[src/rtl/divider_datapath.sv]
// Register file and ALU for an iterative restoring unsigned divider.
// Executes the strobes issued by the start/ready controller and reports Co/Comp back to it.
module divider_datapath #(
  parameter int N = 8
) (
  input  logic         clk,
  input  logic         rst,
  input  logic [N-1:0] A,
  input  logic [N-1:0] B,
  input  logic         init,
  input  logic         s,
  input  logic         add_sub,
  input  logic         ldt,
  input  logic         ldr,
  input  logic         cnt_en,
  output logic         Co,
  output logic         Comp,
  output logic [N-1:0] Q,
  output logic [N-1:0] Rem
);

  localparam int CW = (N > 1) ? $clog2(N) : 1;
  localparam logic [CW-1:0] CNT_LAST = CW'(N - 1);

  logic [N:0]    r;
  logic [N:0]    t;
  logic [N-1:0]  q;
  logic [N-1:0]  d;
  logic [CW-1:0] cnt;
  logic [N:0]    alu;

  // One extra bit so a failed trial subtraction shows up as T[N] = 1
  always_comb begin
    alu = r + {1'b0, d};
    if (add_sub)
      alu = r - {1'b0, d};
  end

  always_ff @(posedge clk or negedge rst) begin
    if (!rst) begin
      r   <= '0;
      t   <= '0;
      q   <= '0;
      d   <= '0;
      cnt <= '0;
    end else if (init) begin
      r   <= '0;
      t   <= '0;
      q   <= A;
      d   <= B;
      cnt <= '0;
    end else begin
      if (ldt)
        t <= alu;
      if (ldr) begin
        if (s) begin
          r    <= t;
          q[0] <= 1'b1;
        end else begin
          r <= {r[N-1:0], q[N-1]};
          q <= {q[N-2:0], 1'b0};
        end
      end
      // Explicit wrap keeps the count correct when N is not a power of two
      if (cnt_en)
        cnt <= (cnt == CNT_LAST) ? '0 : cnt + 1'b1;
    end
  end

  assign Co   = (cnt == CNT_LAST);
  assign Comp = ~t[N];
  assign Q    = q;
  assign Rem  = r[N-1:0];

endmodule
[config.mk]
export PLATFORM = sky130hd
export DESIGN_NAME = divider_datapath
export DESIGN_NICKNAME = d
export VERILOG_FILES = /design/src/rtl/divider_datapath.sv
export SDC_FILE = /design/constraint.sdc
export NUM_CORES = 1
export LEC_CHECK = 0
export BUFFER_PORTS_ARGS = -buffer_cell sky130_fd_sc_hd__buf_4
export CORE_ASPECT_RATIO = 0.7
export CORE_UTILIZATION = 40
export DETAILED_ROUTE_END_ITERATION = 8
export GPL_TIMING_DRIVEN = 0
export PLACE_DENSITY = 0.64
export SLEW_MARGIN = 0
export SYNTH_ARGS = -nofsm -noshare
export SYNTH_HDL_FRONTEND = slang
export SYNTH_SLANG_ARGS = --single-unit
[constraint.sdc]
create_clock -name clk -period 3.52 [get_ports clk]
set_clock_uncertainty 0.2 [all_clocks]
set_input_delay 0.352 -clock clk [delete_from_list [all_inputs] [get_ports clk]]
set_output_delay 0.352 -clock clk [all_outputs]
set_load 0.1 [all_outputs]
After elaboration in Yosys (flattened, before gate mapping):

Cells that the tools add are included.

* add/subtract/negate cells: 3
* equal/unequal tests: 2
* multiplexer cells: 13
* bitwise logic cells: 1
* reductions and logical operators: 4

Operator list (number)
* 2-to-1 mux 9 bit: 6
* 2-to-1 mux 8 bit: 2
* adder 9 x 8 -> 9 bit: 1
* 2-to-1 mux 3 bit: 3
* subtractor 9 x 8 -> 9 bit: 1
* 2-to-1 mux 7 bit: 1
* nonzero test 2 bit: 3
* adder 3 x 1 -> 3 bit (second input constant): 1
* equality test 3 bit (second input constant): 1
* != test 2 bit (second input constant): 1
* AND reduction 2 bit: 1
* 2-to-1 mux 1 bit: 1
* inverter 1 bit: 1

* register bits after elaboration: 37
* input port bits: 24
* output and inout bits: 18
* logic and storage cells: 29

Depth between registers and ports, before layout:

* depth after elaboration: 4
* depth in mapped cells: 11
* depth with buffers taken out: 11

Least setup slack after synthesis:

No wires, ideal clock.

* kind: register -> register
* from: reg d[0]
* to: reg t[6]
* library setup time: 121 ps
* arrival time: 2156 ps
* data required time: 3199 ps
* path slack: 1043 ps
* cell stages (with the launch flop): 10
* buffers on the path: 0
* clock period less this slack: 2477 ps
* path through: dfrtp_1 > inv_1 > ha_1 > mux2_2 > fa_1 > nand2b_1 > a21oi_1 > a31oi_1 > xnor2_1 > a22o_1

* word-level cells in the longest chain between the ends: 4
* elaborated cells on any way between the ends: 5
* those cells by class: add/sub (2); mux (3)

RTL lines
* start, declared: RTL line 28 `logic [N-1:0] d;`
* start signal, assigned: RTL line 44 `d <= '0;`
* start signal, assigned: RTL line 50 `d <= B;`
* adder 9 x 8 -> 9 bit / subtractor 9 x 8 -> 9 bit (equally long branches): RTL line 34, 36
* 2-to-1 mux 9 bit (*): RTL line 35 `if (add_sub)`
* 2-to-1 mux 9 bit (*): RTL line 53 `if (ldt)`
* 2-to-1 mux 9 bit (*): RTL line 46 `end else if (init) begin`
* end signal, assigned: RTL line 54 `t <= alu;`
* end, declared: RTL line 26 `logic [N:0] t;`

Mark *: on every way between the ends. The rest lies on a longest branch, timed or not. The select of a mux whose other input is x is not followed.
A chain may end at the register's enable or synchronous reset.

Worst setup path after layout:

* from: reg d[0]
* to: reg t[8]

The elaborated chain is that of the path after synthesis.

==> flow_results.xml <==
<?xml version="1.0" encoding="UTF-8"?>
<metrics>
  <group name="worst_setup_path">
    <metric name="slowest_stage" unit="">sky130_fd_sc_hd__fa_1</metric>
    <metric name="critical_path_buf_inv_count" unit="">1</metric>
    <metric name="worstPathCellList" unit="">inv_1, ha_1, mux2_2, fa_1, nand2b_1, a21oi_1, a21oi_1, xnor2_1, a22o_1</metric>
    <metric name="start_kind" unit="">register</metric>
    <metric name="setup.reg_to_reg.worst_slack" unit="ps">780</metric>
    <metric name="critical_path.top_delay_family" unit="">adder cells</metric>
    <metric name="crit_path_start" unit="">d[0]$_DFFE_PN0P_</metric>
    <metric name="critical_path_at" unit="ps">2710</metric>
    <metric name="criticalPathCategory" unit="">reg -&gt; reg</metric>
    <metric name="worstReg2RegStart" unit="">d[0]$_DFFE_PN0P_</metric>
    <metric name="crit_path_end_kind" unit="">register</metric>
    <metric name="timing.rr.end" unit="">t[8]$_DFFE_PN0P_</metric>
    <metric name="timing.reg2reg.worst_path_depth" unit="">9</metric>
    <metric name="timing.critical_path.slowest_cell_delay" unit="ps">430</metric>
    <metric name="timing.critical_path.fanout_max" unit="">4</metric>
    <metric name="required" unit="ps">3500</metric>
    <metric name="path_common_cell" unit="">sky130_fd_sc_hd__a21oi_1</metric>
  </group>
  <group name="floorplanning">
    <metric name="design.portCount" unit="">42</metric>
    <metric name="std_cell_rows" unit="">22</metric>
    <metric name="die_w" unit="um">90.2</metric>
    <metric name="die_h" unit="um">63.8</metric>
    <metric name="floorplan.die_area" unit="um2">5750</metric>
    <metric name="initial_utilization" unit="">0.417</metric>
    <metric name="core_area" unit="um2">5230</metric>
  </group>
  <group name="place">
    <metric name="numPortBuffers" unit="">40</metric>
    <metric name="dpl.hpwl" unit="um">3470</metric>
    <metric name="routability_congestion_estimate_from_global_placement" unit="">0.832</metric>
    <metric name="pre_cts_ws" unit="ps">805</metric>
  </group>
  <group name="route">
    <metric name="dr.first_iter.drc_count" unit="">88</metric>
    <metric name="route.vias.total" unit="">1696</metric>
    <metric name="detail-route-antenna-nets" unit="">0</metric>
    <metric name="post-route-drc-count" unit="">0</metric>
    <metric name="routedWlPerCell" unit="um">13.5</metric>
    <metric name="via_per_inst" unit="">4.96</metric>
    <metric name="initial_drt_pass_iterations" unit="">4</metric>
    <metric name="routed_wirelength" unit="um">4610</metric>
  </group>
  <group name="grt">
    <metric name="via_count_of_the_first_global_routing_pass" unit="">1530</metric>
    <metric name="antenna_found_initial" unit="">0</metric>
    <metric name="grt_overflow" unit="">0</metric>
    <metric name="pin_count_of_the_biggest_net_entering_global_routing" unit="">38</metric>
    <metric name="grtUsageTotal" unit="">0.172</metric>
    <metric name="grt_first_pass_wirelength" unit="um">7630</metric>
  </group>
  <group name="power_and_ir_drop">
    <metric name="finalPower" unit="mW">1.24</metric>
    <metric name="leakage" unit="nW">1.27</metric>
    <metric name="ir_drop" unit="mV">0.286</metric>
    <metric name="power.density" unit="nW/um2">465</metric>
  </group>
  <group name="synthesis">
    <metric name="yosys_warnings" unit="">0</metric>
    <metric name="postSynthCellCount" unit="">222</metric>
    <metric name="synth_fp_nets" unit="">258</metric>
    <metric name="number_of_enable_flip_flop_cells_after_synthesis" unit="">0</metric>
    <metric name="postSynth.asyncResetShare" unit="">1.00</metric>
    <metric name="synth.yosys.seq_area_share" unit="">0.425</metric>
    <metric name="yosysUniqueCellTypes" unit="">36</metric>
    <metric name="syn_avg_cell_area" unit="um2">9.82</metric>
    <metric name="ys_dominant_reg_cell" unit="">sky130_fd_sc_hd__dfrtp_1</metric>
    <metric name="synth.cell_area" unit="um2">2180</metric>
    <metric name="yosys_register_bits" unit="">37</metric>
  </group>
  <group name="sta">
    <metric name="hold_viol_final" unit="">0</metric>
    <metric name="timing.final.crit_share" unit="">0.778</metric>
    <metric name="setup_total_negative_slack" unit="ps">0</metric>
    <metric name="fmax" unit="GHz">0.365</metric>
    <metric name="worst_hold_slack" unit="ps">66.8</metric>
    <metric name="worst_margin_slew" unit="ps">540</metric>
    <metric name="drv_slew" unit="">0</metric>
    <metric name="grt_setup_unrepaired" unit="">false</metric>
    <metric name="slew_headroom" unit="">0.640</metric>
    <metric name="final-setup-viol-count" unit="">0</metric>
    <metric name="worst_slack" unit="ps">783</metric>
    <metric name="layout_min_cycle_time" unit="ps">2740</metric>
  </group>
  <group name="layout">
    <metric name="drive_gt1_frac" unit="">0.256</metric>
    <metric name="nNetsFinal" unit="">306</metric>
    <metric name="area.growth.synth_to_final" unit="%">22.5</metric>
    <metric name="diodes" unit="">0</metric>
  </group>
  <group name="clock_tree">
    <metric name="ctsRootBufferMaster" unit="">sky130_fd_sc_hd__clkbuf_8</metric>
    <metric name="clock_sinks" unit="">37</metric>
    <metric name="cts_inserted_buffers" unit="">5</metric>
    <metric name="cts_buffer_depth" unit="">2</metric>
    <metric name="clkSlewWorstSetupHoldPaths" unit="ps">70</metric>
    <metric name="cts.htree.levels" unit="">2</metric>
    <metric name="cts_tree" unit="">yes</metric>
    <metric name="clk-insertion-delay-late" unit="ps">290</metric>
  </group>
  <group name="outcome">
    <metric name="run_status" unit="">finished clean</metric>
  </group>
  <group name="min_path">
    <metric name="timing.hold.worst_endpoint" unit="">Q[7]$_DFFE_PN0P_</metric>
    <metric name="hold_path_cells" unit="">3</metric>
    <metric name="hold_start" unit="">A[7]</metric>
    <metric name="min_path_type" unit="">in -&gt; reg</metric>
  </group>
  <group name="flow_run">
    <metric name="max-cap-violations" unit="">0</metric>
  </group>
</metrics>
==> cell families after synthesis <==
logic type / count (synthesis) / synth area share
and+or+nand+nor: 60 / 0.134
AOI/OAI and AO/OA: 48 / 0.138
DFF: 37 / 0.425
buffers and inverters: 28 / 0.0643
muxes: 26 / 0.122
adders and majority gates: 12 / 0.0723
xor gates and xnor gates: 11 / 0.0442
==> worst min-delay path, stage by stage <==
cell and delay [ps]:
sky130_fd_sc_hd__buf_4 80, sky130_fd_sc_hd__nand2_1 40, sky130_fd_sc_hd__o21ai_0 50
==> stage by stage <==
step | cells | utilization | area [um2]
after floorplan | 222 | - | 2180
after global placement | 334 | 0.491 | 2570
after detailed placement | 334 | 0.491 | 2570
after CTS | 342 | 0.511 | 2670
after global routing | 342 | 0.511 | 2670
final | 342 | 0.511 | 2670
==> cells in the mapped netlist, types with 2 or more instances <==
cell type                  number  area [um2]
sky130_fd_sc_hd__a211oi_1      12        90.1
sky130_fd_sc_hd__buf_4          8        60.1
sky130_fd_sc_hd__nand2b_1       3        18.8
sky130_fd_sc_hd__a21oi_1       10        50.1
sky130_fd_sc_hd__dfrtp_1       37         926
sky130_fd_sc_hd__mux2i_1       21         210
sky130_fd_sc_hd__buf_1          4        15.0
sky130_fd_sc_hd__a21o_1         3        22.5
sky130_fd_sc_hd__mux2_2         5        56.3
sky130_fd_sc_hd__xnor2_1       10        87.6
sky130_fd_sc_hd__o21ai_0       15        75.1
sky130_fd_sc_hd__nor3_1         2        10.0
sky130_fd_sc_hd__nand3b_1       3        22.5
sky130_fd_sc_hd__nor2b_1        3        18.8
sky130_fd_sc_hd__buf_2          4        20.0
sky130_fd_sc_hd__clkbuf_1       3        11.3
sky130_fd_sc_hd__a22o_1         2        17.5
sky130_fd_sc_hd__inv_1          9        33.8
sky130_fd_sc_hd__nor2_1        25        93.8
sky130_fd_sc_hd__a31oi_1        2        12.5
sky130_fd_sc_hd__nand2_1       16        60.1
sky130_fd_sc_hd__ha_1          11         138
==> worst max path at each step <==
stage                       end  depth (start not counted)
2_1_floorplan  t[6]$_DFFE_PN0P_                          9
3_3_place_gp   t[8]$_DFFE_PN0P_                          9
3_5_place_dp   t[8]$_DFFE_PN0P_                          9
4_1_cts        t[8]$_DFFE_PN0P_                          9
5_1_grt        t[8]$_DFFE_PN0P_                          9
6_report       t[8]$_DFFE_PN0P_                          9
==> power breakdown <==
group	total, mW	internal (mW)	switching (mW)
Combinational	0.427	0.155	0.272
Clock	0.306	0.155	0.151
Sequential	0.510	0.468	0.0415
==> sequential cells by signal, indices dropped and copies added (netlist names) <==
name,count
r,9
t,9
cnt,3
d,8
Q,8
==> what timing repair did <==
action / 4_1_cts / 5_1_grt
hold endpoints to repair: 37 / 0
hold buffers: 1 / 0
resized for setup: 0 / 0
setup buffers: 0 / 0
==> placed cells by master (no fill, tap or decap), types with 2 or more instances in the layout <==
cell                       netlist  final
sky130_fd_sc_hd__nand2b_1        3      3
sky130_fd_sc_hd__a211oi_1       12     12
sky130_fd_sc_hd__nor2b_1         3      3
sky130_fd_sc_hd__clkbuf_8        0      6
sky130_fd_sc_hd__o21ai_0        15     15
sky130_fd_sc_hd__dfrtp_1        37     37
sky130_fd_sc_hd__nor3_1          2      2
sky130_fd_sc_hd__clkbuf_1        3      3
sky130_fd_sc_hd__nor2_1         25     25
sky130_fd_sc_hd__buf_4           8     48
sky130_fd_sc_hd__nand2_1        16     16
sky130_fd_sc_hd__mux2i_1        21     21
sky130_fd_sc_hd__a21o_1          3      3
sky130_fd_sc_hd__a31oi_1         2      2
sky130_fd_sc_hd__inv_1           9      9
sky130_fd_sc_hd__a21oi_1        10     10
sky130_fd_sc_hd__xnor2_1        10     10
sky130_fd_sc_hd__a22o_1          2      2
sky130_fd_sc_hd__buf_2           4      4
sky130_fd_sc_hd__ha_1           11     11
sky130_fd_sc_hd__buf_1           4      4
sky130_fd_sc_hd__nand3b_1        3      3
sky130_fd_sc_hd__mux2_2          5      5
==> final cells by class <==
cell class | instances | area [um2]
Timing Repair Buffer | 41 | 310
Fill cell | 506 | 2560
Multi-Input combinational cell | 157 | 1110
Sequential cell | 37 | 926
Buffer | 19 | 106
Clock inverter | 1 | 7.51
Inverter | 9 | 33.8
Clock buffer | 6 | 82.6
Tap cell | 72 | 90.1
==> layer usage <==
metal,share of wire,GRT usage
met1,0.53,0.260
met4,0.0096,0.0544
met5,0,0
met2,0.39,0.240
met3,0.063,0.0381
(Power assumes the default switching activity.)
